[src/rtl/regbank_op_sequencer.sv]
// regbank_op_sequencer
// Command sequencer in front of a bank of NREG 16-bit load/inc/dec/clear
// registers. Two requesters compete for one command slot. Multi-step INC/DEC
// commands are expanded into single-step register enables, and the sequencer
// pulses Done with the requester id when the command finishes.
//
// Build option:
//   REGBANK_SEQ_ROUND_ROBIN_EN  defined   -> round-robin between requesters
//                               undefined -> requester 0 has fixed priority
//
// Ports:
//   clock_i, reset_i        clock, synchronous active-high reset
//   reqN_valid_i            requester N command valid
//   reqN_ready_c_o          requester N granted this cycle (combinational from valid)
//   reqN_sel_i              target register index (SELW bits)
//   reqN_op_i               00 DEC, 01 INC, 10 LOAD, 11 CLEAR
//   reqN_count_i            INC/DEC step count (CNTW bits)
//   reqN_data_i             LOAD value
//   reg_e_c_o               one-hot register enable, forced low while in reset
//   reg_fun_sel_o           function select to all registers
//   reg_i_o                 data to all registers
//   busy_o                  command in progress
//   done_o, done_id_o       one-cycle completion pulse and requester id
//
// Parameters must satisfy 2**SELW >= NREG.

module regbank_op_sequencer #(
    parameter  int unsigned NREG  = 4,
    parameter  int unsigned SELW  = 2,
    parameter  int unsigned CNTW  = 4,
    localparam int unsigned DATAW = 16,
    localparam int unsigned OPW   = 2
) (
    input  logic             clock_i,
    input  logic             reset_i,

    input  logic             req0_valid_i,
    output logic             req0_ready_c_o,
    input  logic [SELW-1:0]  req0_sel_i,
    input  logic [OPW-1:0]   req0_op_i,
    input  logic [CNTW-1:0]  req0_count_i,
    input  logic [DATAW-1:0] req0_data_i,

    input  logic             req1_valid_i,
    output logic             req1_ready_c_o,
    input  logic [SELW-1:0]  req1_sel_i,
    input  logic [OPW-1:0]   req1_op_i,
    input  logic [CNTW-1:0]  req1_count_i,
    input  logic [DATAW-1:0] req1_data_i,

    output logic [NREG-1:0]  reg_e_c_o,
    output logic [OPW-1:0]   reg_fun_sel_o,
    output logic [DATAW-1:0] reg_i_o,
    output logic             busy_o,
    output logic             done_o,
    output logic             done_id_o
);

    typedef enum logic [1:0] {
        ST_IDLE = 2'b00,
        ST_EXEC = 2'b01,
        ST_DONE = 2'b10
    } state_t;

    state_t            state_q,   state_d;

    // latched command
    logic [SELW-1:0]   sel_q,     sel_d;
    logic [OPW-1:0]    op_q,      op_d;
    logic [DATAW-1:0]  data_q,    data_d;
    logic [CNTW-1:0]   rem_q,     rem_d;
    logic              id_q,      id_d;

    // registered outputs
    logic [NREG-1:0]   reg_e_q,   reg_e_d;
    logic [OPW-1:0]    fun_sel_q, fun_sel_d;
    logic [DATAW-1:0]  reg_i_q,   reg_i_d;
    logic              busy_q,    busy_d;
    logic              done_q,    done_d;
    logic              done_id_q, done_id_d;

`ifdef REGBANK_SEQ_ROUND_ROBIN_EN
    // 0: requester 0 favoured on contention, 1: requester 1 favoured
    logic              rr_q,      rr_d;
`endif

    // arbitration results
    logic              gnt0;
    logic              gnt1;
    logic              hs;
    logic [SELW-1:0]   win_sel;
    logic [OPW-1:0]    win_op;
    logic [CNTW-1:0]   win_cnt;
    logic [DATAW-1:0]  win_data;

    // Grant logic: only in IDLE and never while reset is applied
    always_comb begin
        gnt0 = 1'b0;
        gnt1 = 1'b0;
        if (!reset_i && (state_q == ST_IDLE)) begin
`ifdef REGBANK_SEQ_ROUND_ROBIN_EN
            if (req0_valid_i && req1_valid_i) begin
                gnt0 = ~rr_q;
                gnt1 = rr_q;
            end else begin
                gnt0 = req0_valid_i;
                gnt1 = req1_valid_i;
            end
`else
            gnt0 = req0_valid_i;
            gnt1 = req1_valid_i & ~req0_valid_i;
`endif
        end
    end

    assign hs             = gnt0 | gnt1;
    assign req0_ready_c_o = gnt0;
    assign req1_ready_c_o = gnt1;

    // Winning command payload
    assign win_sel  = gnt1 ? req1_sel_i   : req0_sel_i;
    assign win_op   = gnt1 ? req1_op_i    : req0_op_i;
    assign win_cnt  = gnt1 ? req1_count_i : req0_count_i;
    assign win_data = gnt1 ? req1_data_i  : req0_data_i;

    // Next-state and registered-output decode
    always_comb begin
        state_d   = state_q;
        sel_d     = sel_q;
        op_d      = op_q;
        data_d    = data_q;
        rem_d     = rem_q;
        id_d      = id_q;
        fun_sel_d = fun_sel_q;
        reg_i_d   = reg_i_q;
        reg_e_d   = '0;
        busy_d    = 1'b0;
        done_d    = 1'b0;
        done_id_d = done_id_q;
`ifdef REGBANK_SEQ_ROUND_ROBIN_EN
        rr_d      = rr_q;
`endif

        case (state_q)
            ST_IDLE: begin
                if (hs) begin
                    sel_d  = win_sel;
                    op_d   = win_op;
                    data_d = win_data;
                    rem_d  = win_cnt;
                    id_d   = gnt1;
`ifdef REGBANK_SEQ_ROUND_ROBIN_EN
                    rr_d   = ~gnt1;
`endif
                    // op[1] set means LOAD/CLEAR; a zero-step INC/DEC is a no-op
                    if (win_op[1] || (win_cnt != '0)) begin
                        state_d = ST_EXEC;
                    end else begin
                        state_d = ST_DONE;
                    end
                end
            end
            ST_EXEC: begin
                // LOAD/CLEAR take one step; INC/DEC leave on their last step
                if (op_q[1] || (rem_q == CNTW'(1))) begin
                    state_d = ST_DONE;
                end else begin
                    rem_d = rem_q - CNTW'(1);
                end
            end
            ST_DONE: begin
                state_d = ST_IDLE;
            end
            default: begin
                state_d = ST_IDLE;
            end
        endcase

        // Outputs are registered from the state being entered
        busy_d = (state_d != ST_IDLE);
        done_d = (state_d == ST_DONE);
        if (state_d == ST_DONE) begin
            done_id_d = id_d;
        end
        if (state_d == ST_EXEC) begin
            fun_sel_d = op_d;
            reg_i_d   = data_d;
            // out-of-range select matches no bit and leaves all enables low
            for (int unsigned i = 0; i < NREG; i++) begin
                reg_e_d[i] = (sel_d == SELW'(i));
            end
        end
    end

    // State and output registers
    always_ff @(posedge clock_i) begin
        if (reset_i) begin
            state_q   <= ST_IDLE;
            sel_q     <= '0;
            op_q      <= '0;
            data_q    <= '0;
            rem_q     <= '0;
            id_q      <= 1'b0;
            reg_e_q   <= '0;
            fun_sel_q <= '0;
            reg_i_q   <= '0;
            busy_q    <= 1'b0;
            done_q    <= 1'b0;
            done_id_q <= 1'b0;
`ifdef REGBANK_SEQ_ROUND_ROBIN_EN
            rr_q      <= 1'b0;
`endif
        end else begin
            state_q   <= state_d;
            sel_q     <= sel_d;
            op_q      <= op_d;
            data_q    <= data_d;
            rem_q     <= rem_d;
            id_q      <= id_d;
            reg_e_q   <= reg_e_d;
            fun_sel_q <= fun_sel_d;
            reg_i_q   <= reg_i_d;
            busy_q    <= busy_d;
            done_q    <= done_d;
            done_id_q <= done_id_d;
`ifdef REGBANK_SEQ_ROUND_ROBIN_EN
            rr_q      <= rr_d;
`endif
        end
    end

    // Enables drop immediately with reset so an aborted command writes nothing more
    assign reg_e_c_o     = reset_i ? '0 : reg_e_q;
    assign reg_fun_sel_o = fun_sel_q;
    assign reg_i_o       = reg_i_q;
    assign busy_o        = busy_q;
    assign done_o        = done_q;
    assign done_id_o     = done_id_q;

endmodule

[config.mk]
export PLATFORM = sky130hd
export DESIGN_NAME = regbank_op_sequencer
export DESIGN_NICKNAME = d
export VERILOG_FILES = /design/src/rtl/regbank_op_sequencer.sv
export SDC_FILE = /design/constraint.sdc
export NUM_CORES = 1
export LEC_CHECK = 0
export BUFFER_PORTS_ARGS = -buffer_cell sky130_fd_sc_hd__buf_2
export CORE_ASPECT_RATIO = 1.1
export CORE_MARGIN = 2
export CORE_UTILIZATION = 40
export DETAILED_ROUTE_END_ITERATION = 8
export PLACE_DENSITY = 0.62
export SLEW_MARGIN = 20
export SYNTH_ARGS = -nofsm -noshare
export SYNTH_HDL_FRONTEND = slang
export SYNTH_SLANG_ARGS = --single-unit
[constraint.sdc]
create_clock -name clock_i -period 4.18 [get_ports clock_i]
set_clock_uncertainty 0.05 [all_clocks]
set_input_delay 0.209 -clock clock_i [delete_from_list [all_inputs] [get_ports clock_i]]
set_output_delay 0.209 -clock clock_i [all_outputs]
set_load 0.03 [all_outputs]
==> Implementation_results.wiki <==
{| class="wikitable"
! Metric !! Value
|-
| Outcome || finished, final reports clean
|-
| Worst EP arrival || approximately 2600 ps
|-
| Ports placed on the boundary || between 70 and 80
|-
| Largest fanout on the critical path || 23
|-
| Sum of overflow across all layers after global routing || 0
|-
| Overall die width || roughly 77 µm
|-
| CTS tree || built
|-
| Final worst-path cycle share || between 50 and 60%
|-
| Synth-to-layout area growth || 21.6%
|-
| Pins Over Slew Limit || 0
|-
| Root Driver || clkbuf_8
|-
| Latest clock arrival within the worst-skew pair || 300 ps
|-
| RSZ-0062 raised after global routing || false
|-
| Post-DR vias/cell || 5.04
|-
| Filler cell count in the final layout || 574
|-
| Syn_area_per_cell || ~9.6 µm²
|-
| Vertical extent of the die || between 80 and 90 µm
|-
| Post-route DRC || 0
|-
| Cell depth of the worst hold path || 3
|-
| Average routed wire per standard cell || 13.8 µm
|-
| Post-synth net total || 297
|-
| Share of layout cells above drive strength 1 || roughly 36%
|-
| Initial antenna violation count || 0
|-
| Number of optimization iterations in the first detailed-route pass || 4
|-
| Power density over the cells || between 400 and 500 mW/mm²
|-
| Pin count of the biggest net entering global routing || 43
|-
| TritonCTS sink count || 52
|-
| Most common library cell in the layout ignoring fill and taps || buf_2
|-
| Warnings from Yosys || 0
|-
| Sort of element at the start of the critical path || flop
|-
| Total Neg Setup Slack || 0 ps
|-
| Final critical delay including setup and external delays || 2480 ps
|-
| Area of the placeable core || between 0.005 and 0.006 mm²
|-
| Setup slack, reg-to-reg || around 1700 ps
|-
| Hold-critical path endpoint || sel_q[1]
|-
| Area of the mapped netlist || ~0.0023 mm²
|-
| Post-CTS setup buffers || 0
|-
| Routability congestion estimate from global placement || just under 0.8
|-
| EDFF count, synth || 0
|-
| Std cell rows || 29
|-
| Total wire length after detailed routing || roughly 5400 µm
|-
| Total die area || 0.00643 mm²
|-
| Fraction of registers with async set or reset after synthesis || 0%
|-
| CP required || approximately 4300 ps
|-
| Remaining antenna violation count || 0
|-
| Max-Cap Viols || 0
|-
| Hold_sp || req0_sel_i[1]
|-
| Maximum clock frequency || roughly 400 MHz
|-
| Endpoint of the lowest-slack register-to-register path || reg_i_o[1]
|-
| Register-to-Register Path Depth || 7
|-
| Main synth FF type || dfxtp_1
|-
| Initial DRC count || 75
|-
| Fraction of the yosys area taken by sequential cells || ~45%
|-
| Final nets || around 370
|-
| Global routing usage summed across all routing layers || 17.3%
|-
| Vias || between 1500 and 2000
|-
| Slew at the pin closest to its max-slew limit || between 700 and 800 ps
|-
| RR Startpoint || rem_q[0]
|-
| Most frequent cells in the layout || buf_2 (78), dfxtp_1 (52), nor2_1 (33), nor2b_1 (23)
|-
| HPWL after detailed placement || around 3800 µm
|-
| Distinct cell type count of the synthesized netlist || 42
|-
| Ant diodes || 0
|-
| Mapped Cells || around 240
|-
| Count of input and output buffers || 78
|-
| Leakage || between 1 and 1.5 nW
|-
| Worst vdd rail ir drop || about 0.16 mV
|-
| Post-CTS Resized || 0
|-
| Worst slew slack as a fraction of its limit || between 50% and 60%
|-
| Worst Setup End Kind || flop
|-
| Maximum level of the CTS H-tree || 2
|-
| Worst setup path class || reg2reg
|-
| CTS clock-pin slew for the worst setup and hold paths || 90 ps
|-
| Count of hold buffers inserted by post-cts repair || 0
|-
| Inserted Clock Buffers || 5
|-
| Final setup vio count || 0
|-
| Post-Layout Inst Area || 0.00282 mm²
|-
| Initial Utilization || about 40%
|-
| Seq cells post-synth || 52
|-
| Vias in the first global route || about 2000
|-
| Placement-stage cell area || 0.00273 mm²
|-
| Count of final hold-check violations || 0
|-
| Global-route wire length before repair || between 8000 and 9000 µm
|-
| Type of the most critical hold path || in2reg
|-
| Maximum root-to-sink buffer count || 2
|}
==> power by group <==
| part | switching, W | total [W] | internal, W |
|---|---|---|---|
| registers | 0.0000206 | 0.000562 | 0.000542 |
| clock network | 0.000158 | 0.000292 | 0.000135 |
| logic | 0.000163 | 0.000280 | 0.000116 |
| total | 0.000342 | 0.00113 | 0.000793 |
==> cell usage after synthesis, types with 2 or more instances <==
library cell  number  area (µm²)
buf_2              5        25.0
inv_1              7        26.3
o21ai_0            6        30.0
mux2_4            14         210
nor2_1            33         124
a211oi_1          17         128
nor4_1             3        18.8
mux2_2             4        45.0
o22ai_1           17         106
a21oi_1            4        20.0
a221oi_1           2        17.5
nor3b_1            2        15.0
nor4b_1            3        26.3
nor2b_1           23         144
nand2b_1           3        18.8
ha_1               2        25.0
buf_1              3        11.3
clkbuf_1           5        18.8
nand2_1            8        30.0
a31o_2             4        35.0
nor3_1             6        30.0
dfxtp_1           52        1040
==> flip-flops by register name, indices dropped and copies added (netlist names) <==
signal / cells
data_q: 16
reg_i_o: 16
reg_e_q: 4
rem_q: 4
op_q: 2
reg_fun_sel_o: 2
sel_q: 2
state_q: 2
busy_o: 1
done_id_o: 1
done_o: 1
id_q: 1
==> critical path, stage by stage, from the launching register on <==
cell and delay [ps]:
dfxtp_1 410, ha_1 160, nor3b_1 300, nor3_1 120, nor2_1 420, or2_1 180
buf_4 350, mux2_2 380
==> layer usage <==
metal | share of wire (%) | track usage [%]
met5 | 0 | 0
met1 | 47 | 20.5
met4 | 2.0 | 6.28
met3 | 4.7 | 3.90
met2 | 47 | 30.3
==> layout make-up <==
cell class / count / area (µm²) / share of cell area [%]
clock buffers: 7 / 86.3 / 3.06
clock inverters: 1 / 7.51 / 0.266
inverters: 8 / 30.0 / 1.06
multi-input cells: 166 / 1140 / 40.5
flip-flops and latches: 52 / 1040 / 36.9
well taps: 77 / 96.3 / 3.41
repair buffers: 82 / 420 / 14.9
==> worst max path at each step <==
stage                    start          end  slack [ps]  depth (start not counted)
3_3_place_gp      req0_valid_i   reg_i_o[1]        1570                          7
5_1_grt               rem_q[0]   reg_i_o[0]        1470                          7
2_1_floorplan  req0_count_i[1]  reg_i_o[10]        2140                          7
4_1_cts               rem_q[0]   reg_i_o[0]        1710                          7
3_5_place_dp      req0_valid_i   reg_i_o[0]        1530                          7
6_report              rem_q[0]   reg_i_o[1]        1700                          7
==> kinds of logic after synthesis <==
logic type               Yosys count  synth area share [%]
AND/OR/NAND/NOR                   89                  20.1
AO/OA/AOI/OAI                     57                  17.0
flip-flops                        52                  44.8
buffers and inverters             25                  5.98
multiplexers                      18                  11.0
adder cells (fa/ha/maj)            2                  1.08
==> stage by stage <==
stage / hold slack [ps] / setup slack [ps] / util [%] / instances / total power (W)
6_report: 186 / 1700 / 49.6 / 393 / 0.00113
5_1_grt: 191 / 1470 / 49.6 / 393 / 0.00120
4_1_cts: 179 / 1710 / 49.6 / 393 / 0.00115
3_5_place_dp: 425 / 1530 / 47.9 / 385 / 0.000855
3_3_place_gp: 420 / 1570 / 47.9 / 385 / 0.000852
2_1_floorplan: 363 / 2140 / - / 243 / 0.000785
(Power assumes the default switching activity.)
